$ cat config.mk
export PLATFORM = sky130hd
export DESIGN_NAME = cv32e40x_aes_share_issuer
export DESIGN_NICKNAME = d
export VERILOG_FILES = /design/src/rtl/cv32e40x_aes_share_issuer.sv
export SDC_FILE = /design/constraint.sdc
export NUM_CORES = 1
export LEC_CHECK = 0
export BUFFER_PORTS_ARGS = -buffer_cell sky130_fd_sc_hd__buf_2
export CORE_ASPECT_RATIO = 0.9
export CORE_MARGIN = 5
export CORE_UTILIZATION = 42
export CTS_CLUSTER_SIZE = 28
export DETAILED_ROUTE_END_ITERATION = 16
export GPL_ROUTABILITY_DRIVEN = 0
export PLACE_DENSITY = 0.75
export SLEW_MARGIN = 20
export SYNTH_ARGS = -nofsm -noshare
export SYNTH_HDL_FRONTEND = slang
export SYNTH_SLANG_ARGS = --single-unit
$ cat constraint.sdc
create_clock -name clk -period 1.48 [get_ports clk]
set_input_delay 0.296 -clock clk [delete_from_list [all_inputs] [get_ports clk]]
set_output_delay 0.296 -clock clk [all_outputs]
set_load 0.005 [all_outputs]
$ cat src/rtl/cv32e40x_aes_share_issuer.sv
// rtl/cv32e40x_aes_share_issuer.sv - initiator side of the masked saes32 functional-unit interface
//
// Splits the request's rs2 bytes [7:0]/[15:8] into two Boolean shares with fresh masks.
// Presents the share-packed operands plus DOM randomness to the protected AES unit.
// Holds them for SBOX_LATENCY cycles, captures the result and returns it over a
// valid/ready response handshake.
//
// Ports:
//   clk, reset_n        clock, synchronous active-low reset
//   req_valid_i/ready_o request handshake from EX
//   req_rs1_i           round key / accumulator word
//   req_rs2_i           unmasked state word (bytes [7:0], [15:8] used)
//   req_bs_i, req_op_i  byte select, one-hot {encsm, encs, decsm, decs}
//   rnd_i               [15:0] masks m1:m0, [51:16] DOM gadget randomness
//   kill_i              pipeline flush
//   fu_*_o              operands to the AES unit, fu_rd_i its result
//   res_valid_o/ready_i response handshake, res_rd_o result word

module cv32e40x_aes_share_issuer #(
  parameter int unsigned SBOX_LATENCY = 5
) (
  input  logic        clk,
  input  logic        reset_n,
  input  logic        req_valid_i,
  output logic        req_ready_o,
  input  logic [31:0] req_rs1_i,
  input  logic [31:0] req_rs2_i,
  input  logic [1:0]  req_bs_i,
  input  logic [3:0]  req_op_i,
  input  logic [51:0] rnd_i,
  input  logic        kill_i,
  output logic        fu_valid_o,
  output logic [31:0] fu_rs1_o,
  output logic [31:0] fu_rs2_o,
  output logic [35:0] fu_randombits_o,
  output logic [1:0]  fu_bs_o,
  output logic [3:0]  fu_op_o,
  input  logic [31:0] fu_rd_i,
  output logic        res_valid_o,
  input  logic        res_ready_i,
  output logic [31:0] res_rd_o
);

  typedef enum logic [1:0] {
    IDLE  = 2'd0,
    ISSUE = 2'd1,
    RESP  = 2'd2
  } state_t;

  localparam logic [3:0] CNT_INIT = 4'(SBOX_LATENCY - 1);

  state_t      state;
  logic [3:0]  cnt;
  logic        accept;
  logic [31:0] rs2_shared;
  logic        unused_rs2_hi;

  // Gated by reset_n so nothing can be accepted while the FSM is held in reset.
  assign req_ready_o = reset_n && !kill_i &&
                       ((state == IDLE) || ((state == RESP) && res_ready_i));
  assign accept      = req_valid_i && req_ready_o;

  // Share layout: {m1, m0, byte1^m1, byte0^m0}. The unmasked bytes only exist
  // combinationally here; only the masked form is ever registered.
  assign rs2_shared  = {rnd_i[15:8], rnd_i[7:0],
                        req_rs2_i[15:8] ^ rnd_i[15:8],
                        req_rs2_i[7:0]  ^ rnd_i[7:0]};

  assign unused_rs2_hi = ^req_rs2_i[31:16];

  always_ff @(posedge clk) begin
    if (!reset_n || kill_i) begin
      // A flush behaves like reset: in-flight work is dropped with no response.
      state           <= IDLE;
      cnt             <= '0;
      fu_valid_o      <= 1'b0;
      fu_rs1_o        <= '0;
      fu_rs2_o        <= '0;
      fu_randombits_o <= '0;
      fu_bs_o         <= '0;
      fu_op_o         <= '0;
      res_valid_o     <= 1'b0;
      res_rd_o        <= '0;
    end else begin
      case (state)
        IDLE: ;
        ISSUE: begin
          if (cnt == 4'd0) begin
            res_rd_o        <= fu_rd_i;
            res_valid_o     <= 1'b1;
            // Shares are wiped from the unit inputs as soon as they are no longer needed.
            fu_valid_o      <= 1'b0;
            fu_rs1_o        <= '0;
            fu_rs2_o        <= '0;
            fu_randombits_o <= '0;
            fu_bs_o         <= '0;
            fu_op_o         <= '0;
            state           <= RESP;
          end else begin
            cnt <= cnt - 4'd1;
          end
        end
        RESP: begin
          if (res_ready_i) begin
            res_valid_o <= 1'b0;
            res_rd_o    <= '0;
            state       <= IDLE;
          end
        end
        default: state <= IDLE;
      endcase

      // accept is only possible in IDLE or on the RESP handshake, so this
      // override gives the back-to-back RESP -> ISSUE path without a bubble.
      if (accept) begin
        fu_valid_o      <= 1'b1;
        fu_rs1_o        <= req_rs1_i;
        fu_rs2_o        <= rs2_shared;
        fu_randombits_o <= rnd_i[51:16];
        fu_bs_o         <= req_bs_i;
        fu_op_o         <= req_op_i;
        cnt             <= CNT_INIT;
        state           <= ISSUE;
      end
    end
  end

endmodule

# ---- Word level (Yosys, flattened, before mapping)
# Cells that the tools add are included.
# Widths: inputs -> output; s select.
dict set report op_classes {
  add_sub_neg 1
  muxes 29
  bitwise 4
  reduce_logical 20
  n_eq_ne 8
}
# operator count
set ops {}
lappend ops {{$mux 32} 6}
lappend ops {{$mux 36} 3}
lappend ops {{$pmux 32 s2} 1}
lappend ops {{$xor 8x8->8} 2}
lappend ops {{$mux 4} 3}
lappend ops {{$mux 2} 5}
lappend ops {{$mux 3} 3}
lappend ops {{$reduce_and 3->1} 3}
lappend ops {{$ne 2x2->1 const B} 4}
lappend ops {{$mux 1} 6}
lappend ops {{$ne 3x3->1 const B} 2}
lappend ops {{$pmux 2 s3} 1}
lappend ops {{$reduce_and 2->1} 3}
lappend ops {{$reduce_bool 2->1} 3}
lappend ops {{$logic_and 1x1->1} 4}
lappend ops {{$logic_not 4->1} 1}
lappend ops {{$sub 4x1->4 const B} 1}
lappend ops {{$eq 2x1->1 const B} 1}
lappend ops {{$eq 2x2->1 const B} 1}
lappend ops {{$logic_not 1->1} 2}
lappend ops {{$logic_not 2->1} 1}
lappend ops {{$logic_or 1x1->1} 2}
lappend ops {{$not 1->1} 2}
lappend ops {{$pmux 1 s2} 1}
lappend ops {{$reduce_or 2->1} 1}
dict set report totals {
  reg_bits 146
  wordCells 74
  output_inout_bits 141
}

# ---- Logic depth before layout (Yosys ltp)
# Gate-level depths: netlist of run 1.
dict set report logic_depth {
  word_depth 7
  depth_mapped 7
  ltp_nobuf 5
}

# ---- Least setup slack after synthesis of run 1
# No wires, ideal clock.
dict set report synth_path {
  path_kind {flip-flop to flip-flop}
  startpoint {register cnt[0]}
  endpoint {register fu_valid_o}
  path_stages_with_launch 8
  arrival_time_ns 1.440
  path_buffers 2
  synth_period_minus_slack_ns 1.577
  path_slack_ns -0.097
  path_cell_list {dfxtp_1 > inv_1 > ha_1 > or3b_1 > buf_2 > nor2_4 > buf_2 > o21ai_0}
}
dict set report synth_between {
  elab_chain_cells 3
}
# item line_no
set synth_rtl {}
lappend synth_rtl {{start: declaration} 53} ;# logic [3:0] cnt;
lappend synth_rtl {{start signal: assignment} 100} ;# cnt <= cnt - 4'd1;
lappend synth_rtl {{$logic_not 4->1} 88} ;# if (cnt == 4'd0) begin
lappend synth_rtl {{$reduce_bool 2->1 (no line)} -}
lappend synth_rtl {{$reduce_and 2->1 (no line)} -}
lappend synth_rtl {{end signal: assignment} 76} ;# fu_valid_o <= 1'b0;
lappend synth_rtl {{end signal: assignment} 92} ;# fu_valid_o <= 1'b0;
lappend synth_rtl {{end signal: assignment} 116} ;# fu_valid_o <= 1'b1;
lappend synth_rtl {{end: declaration} 32} ;# output logic fu_valid_o,
# No other way between the ends.
# A chain may end at the register's enable or synchronous reset.

# ---- Final worst setup path of run 1
dict set report layout_path {
  startpoint {register cnt[1]}
  endpoint {register fu_rs1_o[20]}
}
dict set report layout_between {
  elab_chain_cells 3
}
# item line_no
set layout_rtl {}
lappend layout_rtl {{$logic_not 4->1} 88}
lappend layout_rtl {{$reduce_bool 2->1 (no line)} -}
lappend layout_rtl {{$reduce_and 2->1 (no line)} -}
lappend layout_rtl {{end signal: assignment} 117} ;# fu_rs1_o <= req_rs1_i;
lappend layout_rtl {{end: declaration} 33} ;# output logic [31:0] fu_rs1_o,
# No other way between the ends.

==> metrics, run 1 <==
status=complete, but fails checks; failing checks=setup timing; Worst IR Drop VDD=0.000805 V; first-pass GRT wire length=33800 µm; Horiz. Die Dim=137 µm; Hold Crit Class=input pin to flip-flop; syn_nets=871; Initial Utilization=43.3%; worst slew pin tran=0.545 ns; antenna violations before repair=0; Layout Skew=0.00996 ns; largest area contributor in the netlist=dfxtp_1; Arrival @ worst endpoint=2.01 ns; Longest Clk Path Bufs=2; GRT Util Overall=24.5%; Netlist cell types=29; critical path peak fanout=7; core area=14200 µm²; largest cells by area after synthesis=dfxtp_1 48%, o31ai_1 13%, nand4_1 9.2%; CP endpoint kind=flip-flop; Slew Viols, Final=0; Crit Path Category=flip-flop to flip-flop; layout cells sized above 1=48.2%; flops & latches, synth=146; Layout area overhead=62.5%; setup_tns=-23.66 ns; routed len/inst=20.1 µm; Fin. Hold Viols=0; vias in the first global route=6538; Vias=6957; H-tree depth=4; Max Cap Viol=0; synth warn=0; Skew-Pair Late Insertion Delay=0.43 ns; final worst path period need=1.71 ns; # IOs=300; I/O Buffers=283; Final Setup Violations=142; Die Area=17100 µm²; Max-slew headroom=63.3%; pre-CTS setup slack=-0.276 ns; Sink Count=146; detailed placement HPWL=13600 µm; Seq/Total Area, Yosys=47.7%; # rows=41; number of vias per cell=5.85; clock root buffer=clkbuf_16; hold_ws=0.0944 ns; RSZ-0062 raised after global routing=true; Worst-path clk slew=0.07 ns; TritonCTS clock tree=done; PD cells=967 nW/µm²; P_leak=4.11 nW; Pre-Repair DR Iteration Count=5; grt total ovfl=0; Num CTS Buffers=17; Critical Path Start Type=flip-flop; largest net degree at the start of global routing=53; Yosys top cell area share=47.7%; mapped cell area=6130 µm²; Max Fclk=585 MHz; Mapped Cells=710; nets=1144; Required @ worst endpoint=1.78 ns; setup ws final=-0.229 ns; Detailed Route Iter0 Violations=456; post-route antenna net violation count=0; Residual DRC=0; die height=125 µm; fin crit share=115%; Post-Route WL=23900 µm; syn avg cell area=8.63 µm²
-- registers in the layout, indices dropped and copies added, names as in the netlist --
signal	flops
cnt	4
fu_bs_o	2
fu_op_o	4
fu_randombits_o	36
fu_rs1_o	32
fu_rs2_o	32
fu_valid_o	1
res_rd_o	32
res_valid_o	1
state	2
-- report_power, final --
group / switching (W) / internal [W]
Clock: 0.00171 / 0.00251
Sequential: 0.0000628 / 0.00405
Combinational: 0.000710 / 0.000579
Total: 0.00249 / 0.00714
-- final timing paths --
path,startpoint,endpoint,slack [ns],cells past startpoint
setup / recovery,cnt[1],fu_rs1_o[20],-0.23,7
hold / removal,rnd_i[50],fu_randombits_o[34],0.09,3
hold reg to reg,fu_rs1_o[9],fu_rs1_o[9],0.45,2
setup reg to reg,cnt[1],fu_rs1_o[20],-0.23,7
-- logic make-up after synthesis --
group / Yosys count / synth area share (%)
adders and majority gates: 2 / 0.408
buffers and inverters: 94 / 6.25
and+or+nand+nor: 237 / 20.0
xor gates and xnor gates: 16 / 2.29
DFF: 146 / 47.7
AOI/OAI and AO/OA: 215 / 23.3
-- cell usage after synthesis (all sizes together) --
library cell / instances
a21o: 1
nand3: 34
nand2b: 4
o21ai: 21
nor3: 2
or3b: 2
inv: 3
or3: 1
nor2b: 5
ha: 2
a211oi: 1
buf: 31
clkbuf: 60
nor2: 2
o211ai: 32
o31ai: 106
or4: 2
nand4: 90
a21oi: 53
dfxtp: 146
xor2: 16
a31oi: 1
nand3b: 1
nand2: 93
nor3b: 1
-- worst max-delay path, stage by stage (launching register included) --
cell and delay (ns):
dfxtp_2 0.32, inv_2 0.07, ha_4 0.13, or3b_4 0.41
nor2_4 0.18, buf_12 0.18, clkbuf_16 0.20, o31ai_2 0.07
-- cells in the final DEF, fill, tap and decap left out, drive strengths merged, types with 5 or more instances in the layout --
cell type | netlist | layout
a21oi | 53 | 53
dfxtp | 146 | 146
nand4 | 90 | 90
o21ai | 21 | 21
o31ai | 106 | 106
clkbuf | 60 | 26
nor2b | 5 | 5
inv | 3 | 5
clkinvlp | 0 | 5
nand2 | 93 | 93
xor2 | 16 | 16
nand3 | 34 | 34
o211ai | 32 | 32
buf | 31 | 337
-- metal layers --
metal / global-route usage, % / part of all wire, %
met1: 29.9 / 40
met2: 38.6 / 47
met3: 8.93 / 9.3
met4: 10.6 / 3.4
met5: 0 / 0
-- per-stage QoR --
stage | area [µm²] | instances | total power (W) | utilization [%]
2_1_floorplan | 6150 | 710 | 0.00463 | -
3_3_place_gp | 7970 | 1134 | 0.00516 | 56.3
3_5_place_dp | 7970 | 1134 | 0.00516 | 56.3
4_1_cts | 8900 | 1180 | 0.00942 | 62.9
5_1_grt | 9950 | 1188 | 0.00997 | 70.3
6_report | 9950 | 1189 | 0.00962 | 70.3
-- final cells by class --
type	count	area, µm²
clock inverters	13	135
fillers	1058	4210
well taps	193	241
repair buffers	345	2450
diodes	1	2.50
flip-flops and latches	146	2930
clock buffers	18	439
inverters	3	11.3
multi-input cells	470	3740
-- what timing repair did --
action,in CTS,in global routing
hold buffers,0,0
gates resized for setup,33,150
cloned,7,9
endpoints found under the setup margin,142,144
buffers inserted,8,1
pin swaps,13,92
No activity file was read; power rests on OpenSTA's default activity.
==> inputs of run 2 (changes only) <==
- SKIP_LAST_GASP: unset -> 1
==> run 2 against run 1 <==
Effect of this change:
- largest power group unchanged
- combinational power barely moved
- sequential power barely moved
- clock skew rose by 0.0016 ns
- fmax rose by 0.37%
- the run still ends with setup timing left
- clock power barely moved
- die area did not move
==> metrics, run 2 (synthesis results as in run 1) <==
status=complete, but fails checks; failing checks=setup timing; Hold Crit Class=input pin to flip-flop; most common cell after layout, fill and taps aside=buf_2; Initial Utilization=43.3% (unchanged); PD cells=969 nW/µm² (+0.21%); Layout area overhead=62.1%; Required @ worst endpoint=1.77 ns (about the same); final worst path period need=1.70 ns (-0.00623 ns); Max Cap Viol=0 (unchanged); largest net degree at the start of global routing=53 (unchanged); clock root buffer=clkbuf_16; P_leak=4.11 nW (-0.15%); Filler Cell Count=1060 (+0.19%); TritonCTS clock tree=done; max reg flops=36 (unchanged); worst slew pin tran=0.534 ns (-0.0108 ns); Logic pwr share=13.4% (about the same); grt total ovfl=0 (unchanged); routed len/inst=19.9 µm (-0.60%); CP endpoint kind=flip-flop; I/O Buffers=283 (unchanged); Detailed Route Iter0 Violations=495 (+8.6%); Crit Path Category=flip-flop to flip-flop; Horiz. Die Dim=137 µm (unchanged); Max Fclk=587 MHz (+0.37%); setup ws final=-0.223 ns (+0.00624 ns); Post-CTS Hold Buffers=0 (unchanged); post-route antenna net violation count=0 (unchanged); Critical Path Start Type=flip-flop; core area=14200 µm² (unchanged); slowest stage cell on the critical path=or3b_4; Max-slew headroom=64.0% (+0.73 points); Largest Register=fu_randombits_o; vias in the first global route=6521 (-0.26%); first-pass GRT wire length=33700 µm (-0.14%); Longest Clk Path Bufs=2 (unchanged); Net Sw Frac=25.8% (about the same); layout cells sized above 1=48.0% (-0.20 points); critical path peak fanout=7 (unchanged); # rows=41 (unchanged); nets=1144 (unchanged); placed cells=1134 (unchanged); total power=0.00962 W (about the same); Final Setup Violations=142 (unchanged); RSZ-0062 raised after global routing=true; Die Area=17100 µm² (unchanged); die height=125 µm (unchanged); CP Buf/Inv Count=3 (unchanged); Residual DRC=0 (unchanged); Layout Skew=0.0115 ns (+0.00159 ns); CP top delay family=simple AND/OR/NAND/NOR gates; Crit path largest cell delay=0.41 ns (about the same); number of vias per cell=5.80 (-0.92%); Worst-path clk slew=0.07 ns (about the same); Num CTS Buffers=17 (unchanged); Vias=6893 (-0.92%); H-tree depth=4 (unchanged); antenna violations before repair=0 (unchanged); Worst IR Drop VDD=0.000798 V (-0.95%); crit-path cells=inv_2, ha_4, or3b_4, nor2_4, buf_12, clkbuf_16, o31ai_2; sw power=0.00248 W (about the same); clock network fraction of total power=43.9% (about the same); Arrival @ worst endpoint=1.99 ns (-0.02 ns); Pre-Repair DR Iteration Count=5 (unchanged); commonest non-fill, non-tap cells in the layout=283 x buf_2, 142 x dfxtp_1, 93 x nand2_1; GRT Util Overall=24.5% (-0.025 points); # IOs=300 (unchanged); Int Pwr=0.00714 W (about the same); Fin. Hold Viols=0 (unchanged); fin crit share=115% (-0.42 points); Skew-Pair Late Insertion Delay=0.43 ns (about the same); detailed placement HPWL=13600 µm (unchanged); Sink Count=146 (unchanged); sequential share of power=42.7% (about the same); Slew Viols, Final=0 (unchanged); Post-Route WL=23700 µm (-0.60%); final cell count without fillers=1189 (unchanged)
## run 2: cell count changes in the layout (fill, tap and decap cells not counted)
| cell | delta |
|---|---|
| o31ai_4 | -1 |
| clkbuf_16 | -1 |
| o31ai_1 | +1 |
| nand3_1 | +1 |
| nand3_2 | -1 |
| buf_12 | +1 |
## run 2: layout make-up
class                           count  area, µm²  share of cell area (%)
Tap cell                          193        241                    2.43
Sequential cell                   146       2930                    29.5
Antenna cell                        1       2.50                  0.0252
Clock buffer                       18        439                    4.42
Timing Repair Buffer              345       2450                    24.6
Inverter                            3       11.3                   0.113
Multi-Input combinational cell    470       3730                    37.5
Clock inverter                     13        135                    1.36
## run 2: path summary, 6_finish.rpt
kind                 from                   to  slack (ns)  cells after the start
max                cnt[1]         fu_rs2_o[22]       -0.22                      7
min             rnd_i[50]  fu_randombits_o[34]         0.1                      3
max reg2reg        cnt[1]         fu_rs2_o[22]       -0.22                      7
min reg2reg  fu_rs1_o[14]         fu_rs1_o[14]        0.45                      2
## run 2: power by group through the flow
stage	clock (W)	sequential (W)	combinational (W)
global route	0.00446	0.00412	0.00138
detailed placement	0	0.00419	0.000974
floorplan	0	0.00420	0.000425
finish	0.00422	0.00411	0.00128
CTS	0.00426	0.00411	0.00105
global placement	0	0.00419	0.000968
## run 2: layer usage
metal / vias up / part of all wire (%) / track usage, % / wire [µm]
li1: 3220 / - / - / -
met1: 3273 / 40 / 29.8 / 9470
met2: 336 / 48 / 38.6 / 11300
met3: 64 / 9.2 / 8.93 / 2190
met4: 0 / 3.1 / 10.6 / 728
met5: - / 0 / 0 / 0
## run 2: what timing repair did
item / 4_1_cts / 5_1_grt
buffers inserted: 8 / 1
endpoints found under the setup margin: 142 / 144
resized for setup: 31 / 148
pin swaps: 12 / 91
cloned: 7 / 9
## run 2: worst min-delay path: cells and delay by family
kind,cells,cell delay (ns)
buf+inv,1,0.07
compound gates,1,0.06
simple gates,1,0.06
## run 2: metrics by stage
step | setup slack, ns | TNS (ns) | cell area (µm²) | utilization [%] | hold WS (ns)
6_report | -0.223 | -23.35 | 9930 | 70.1 | 0.0959
5_1_grt | -0.281 | -32.37 | 9930 | 70.1 | 0.0944
4_1_cts | -0.151 | -17.72 | 8890 | 62.8 | 0.0815
3_5_place_dp | -0.276 | -33.53 | 7970 | 56.3 | 0.444
3_3_place_gp | -0.247 | -30.99 | 7970 | 56.3 | 0.439
2_1_floorplan | -0.0618 | -6.33 | 6150 | - | 0.443
==> inputs of run 3 (changes only) <==
- MAX_ROUTING_LAYER: unset -> met4
==> run 3 against run 2 <==
Effect of this change:
- the flow still finishes with violations (setup timing)
- sequential share of layout area did not move
- via count rose by 0.77%
- count of clock-buffer cells in the layout did not move
- utilization did not move
- critical path depth did not move
- clock power barely moved
- wire length barely moved
- register-to-register slack barely moved
- design area did not move
- non-clock buffer count did not move
- hold slack improved by 0.011 ns
- combinational power barely moved
- critical endpoint is now fu_rs1_o[20]
- largest power group unchanged
==> metrics, run 3 (synthesis results as in run 1) <==
post-route cell area=9930 µm² (unchanged); vias in the first global route=6522 (+0.015%); routed len/inst=19.9 µm (about the same); worst slew pin tran=0.536 ns (+0.00217 ns); setup ws final=-0.224 ns (-0.000994 ns); critical path peak fanout=7 (unchanged); Horiz. Die Dim=137 µm (unchanged); # IOs=300 (unchanged); Initial Utilization=43.3% (unchanged); RSZ-0062 raised after global routing=true; Residual DRC=0 (unchanged); post-route antenna net violation count=0 (unchanged); first-pass GRT wire length=33700 µm (about the same); Arrival @ worst endpoint=2.00 ns (about the same); Max-slew headroom=63.9% (-0.15 points); Post-Route WL=23700 µm (about the same); Pre-Repair DR Iteration Count=5 (unchanged); Final Setup Violations=142 (unchanged); Worst-path clk slew=0.06 ns (about the same); Slew Viols, Final=0 (unchanged); Die Area=17100 µm² (unchanged); Layout Skew=0.00621 ns (-0.00534 ns); detailed placement HPWL=13600 µm (unchanged); commonest non-fill, non-tap cells in the layout=283 x buf_2, 142 x dfxtp_1, 93 x nand2_1; Max Fclk=587 MHz (about the same); nets=1144 (unchanged); CP endpoint kind=flip-flop; Sink Count=146 (unchanged); die height=125 µm (unchanged); Hold Crit Class=input pin to flip-flop; fin crit share=115% (about the same); Vias=6946 (+0.77%); most common cell after layout, fill and taps aside=buf_2; GRT Util Overall=25.3% (+0.78 points); status=complete, but fails checks; grt total ovfl=0 (unchanged); Skew-Pair Late Insertion Delay=0.42 ns (about the same); Largest Register=fu_randombits_o; Longest Clk Path Bufs=2 (unchanged); Layout area overhead=62.1% (unchanged); Num CTS Buffers=17 (unchanged); total power=0.00962 W (about the same); number of vias per cell=5.84 (+0.77%); core area=14200 µm² (unchanged); I/O Buffers=283 (unchanged); TritonCTS clock tree=done; hold_ws=0.107 ns (+0.0109 ns); clock root buffer=clkbuf_16; P_leak=4.11 nW (unchanged); failing checks=setup timing; Fin. Hold Viols=0 (unchanged); Placed Area=7970 µm² (unchanged); antenna violations before repair=0 (unchanged); final worst path period need=1.70 ns (+0.000994 ns); # rows=41 (unchanged); max reg flops=36 (unchanged); Critical Path Start Type=flip-flop; layout cells sized above 1=48.0% (unchanged); Max Cap Viol=0 (unchanged); Detailed Route Iter0 Violations=478 (-3.4%); H-tree depth=4 (unchanged); largest net degree at the start of global routing=53 (unchanged); Worst IR Drop VDD=0.000791 V (-0.86%); Required @ worst endpoint=1.77 ns (about the same); PD cells=968 nW/µm² (about the same); Crit Path Category=flip-flop to flip-flop
-- run 3: cell counts in the layout (fill, tap and decap cells not counted) --
Identical to the previous run, type by type.
-- run 3: power breakdown --
group | internal, W | leakage, nW | total [W] | switching (W)
sequential | 0.00405 | 1.19 | 0.00411 | 0.0000627
combinational | 0.000577 | 2.65 | 0.00129 | 0.000708
clock | 0.00251 | 0.270 | 0.00422 | 0.00171
total | 0.00714 | 4.11 | 0.00962 | 0.00248
-- run 3: critical path, stage by stage (launching register included) --
cell and delay [ns]:
dfxtp_2 0.32, inv_2 0.07, ha_4 0.13, or3b_4 0.41
nor2_4 0.18, buf_12 0.18, clkbuf_16 0.19, o31ai_2 0.07
-- run 3: worst paths after layout --
check / slack [ns] / to / start / cells past startpoint
max: -0.22 / fu_rs1_o[20] / cnt[1] / 7
min: 0.11 / fu_rs1_o[6] / req_rs1_i[6] / 3
max reg2reg: -0.22 / fu_rs1_o[20] / cnt[1] / 7
min reg2reg: 0.45 / fu_rs1_o[14] / fu_rs1_o[14] / 2
-- run 3: stage by stage --
stage | util [%] | TNS [ns] | worst slack, ns | std cells
final | 70.1 | -23.86 | -0.224 | 1189
after global routing | 70.1 | -32.56 | -0.281 | 1188
after CTS | 62.8 | -17.72 | -0.151 | 1180
after global placement | 56.3 | -30.99 | -0.247 | 1134
after detailed placement | 56.3 | -33.53 | -0.276 | 1134
after floorplan | - | -6.33 | -0.0618 | 710
-- run 3: routing by layer --
layer / vias up / track usage, % / part of all wire, %
met1: 3314 / 31.2 / 40
met5: - / - / 0
met3: 69 / 7.31 / 8.9
met4: 0 / 10.4 / 3.1
met2: 351 / 38.6 / 48
li1: 3212 / - / -
-- run 3: layout make-up --
class | instances | area (µm²)
fill | 1060 | 4230
multi-input combinational | 470 | 3730
sequential | 146 | 2930
timing repair buffer | 345 | 2450
clock buffer | 18 | 439
tap | 193 | 241
clock inverter | 13 | 135
inverter | 3 | 11.3
antenna | 1 | 2.50
-- run 3: timing repair --
item,CTS,global route
setup endpoints to repair,142,144
buffers inserted,8,1
endpoints found under the hold margin,0,0
hold buffers,0,0
gates cloned,7,9
pin swaps,12,91
resized for setup,31,148
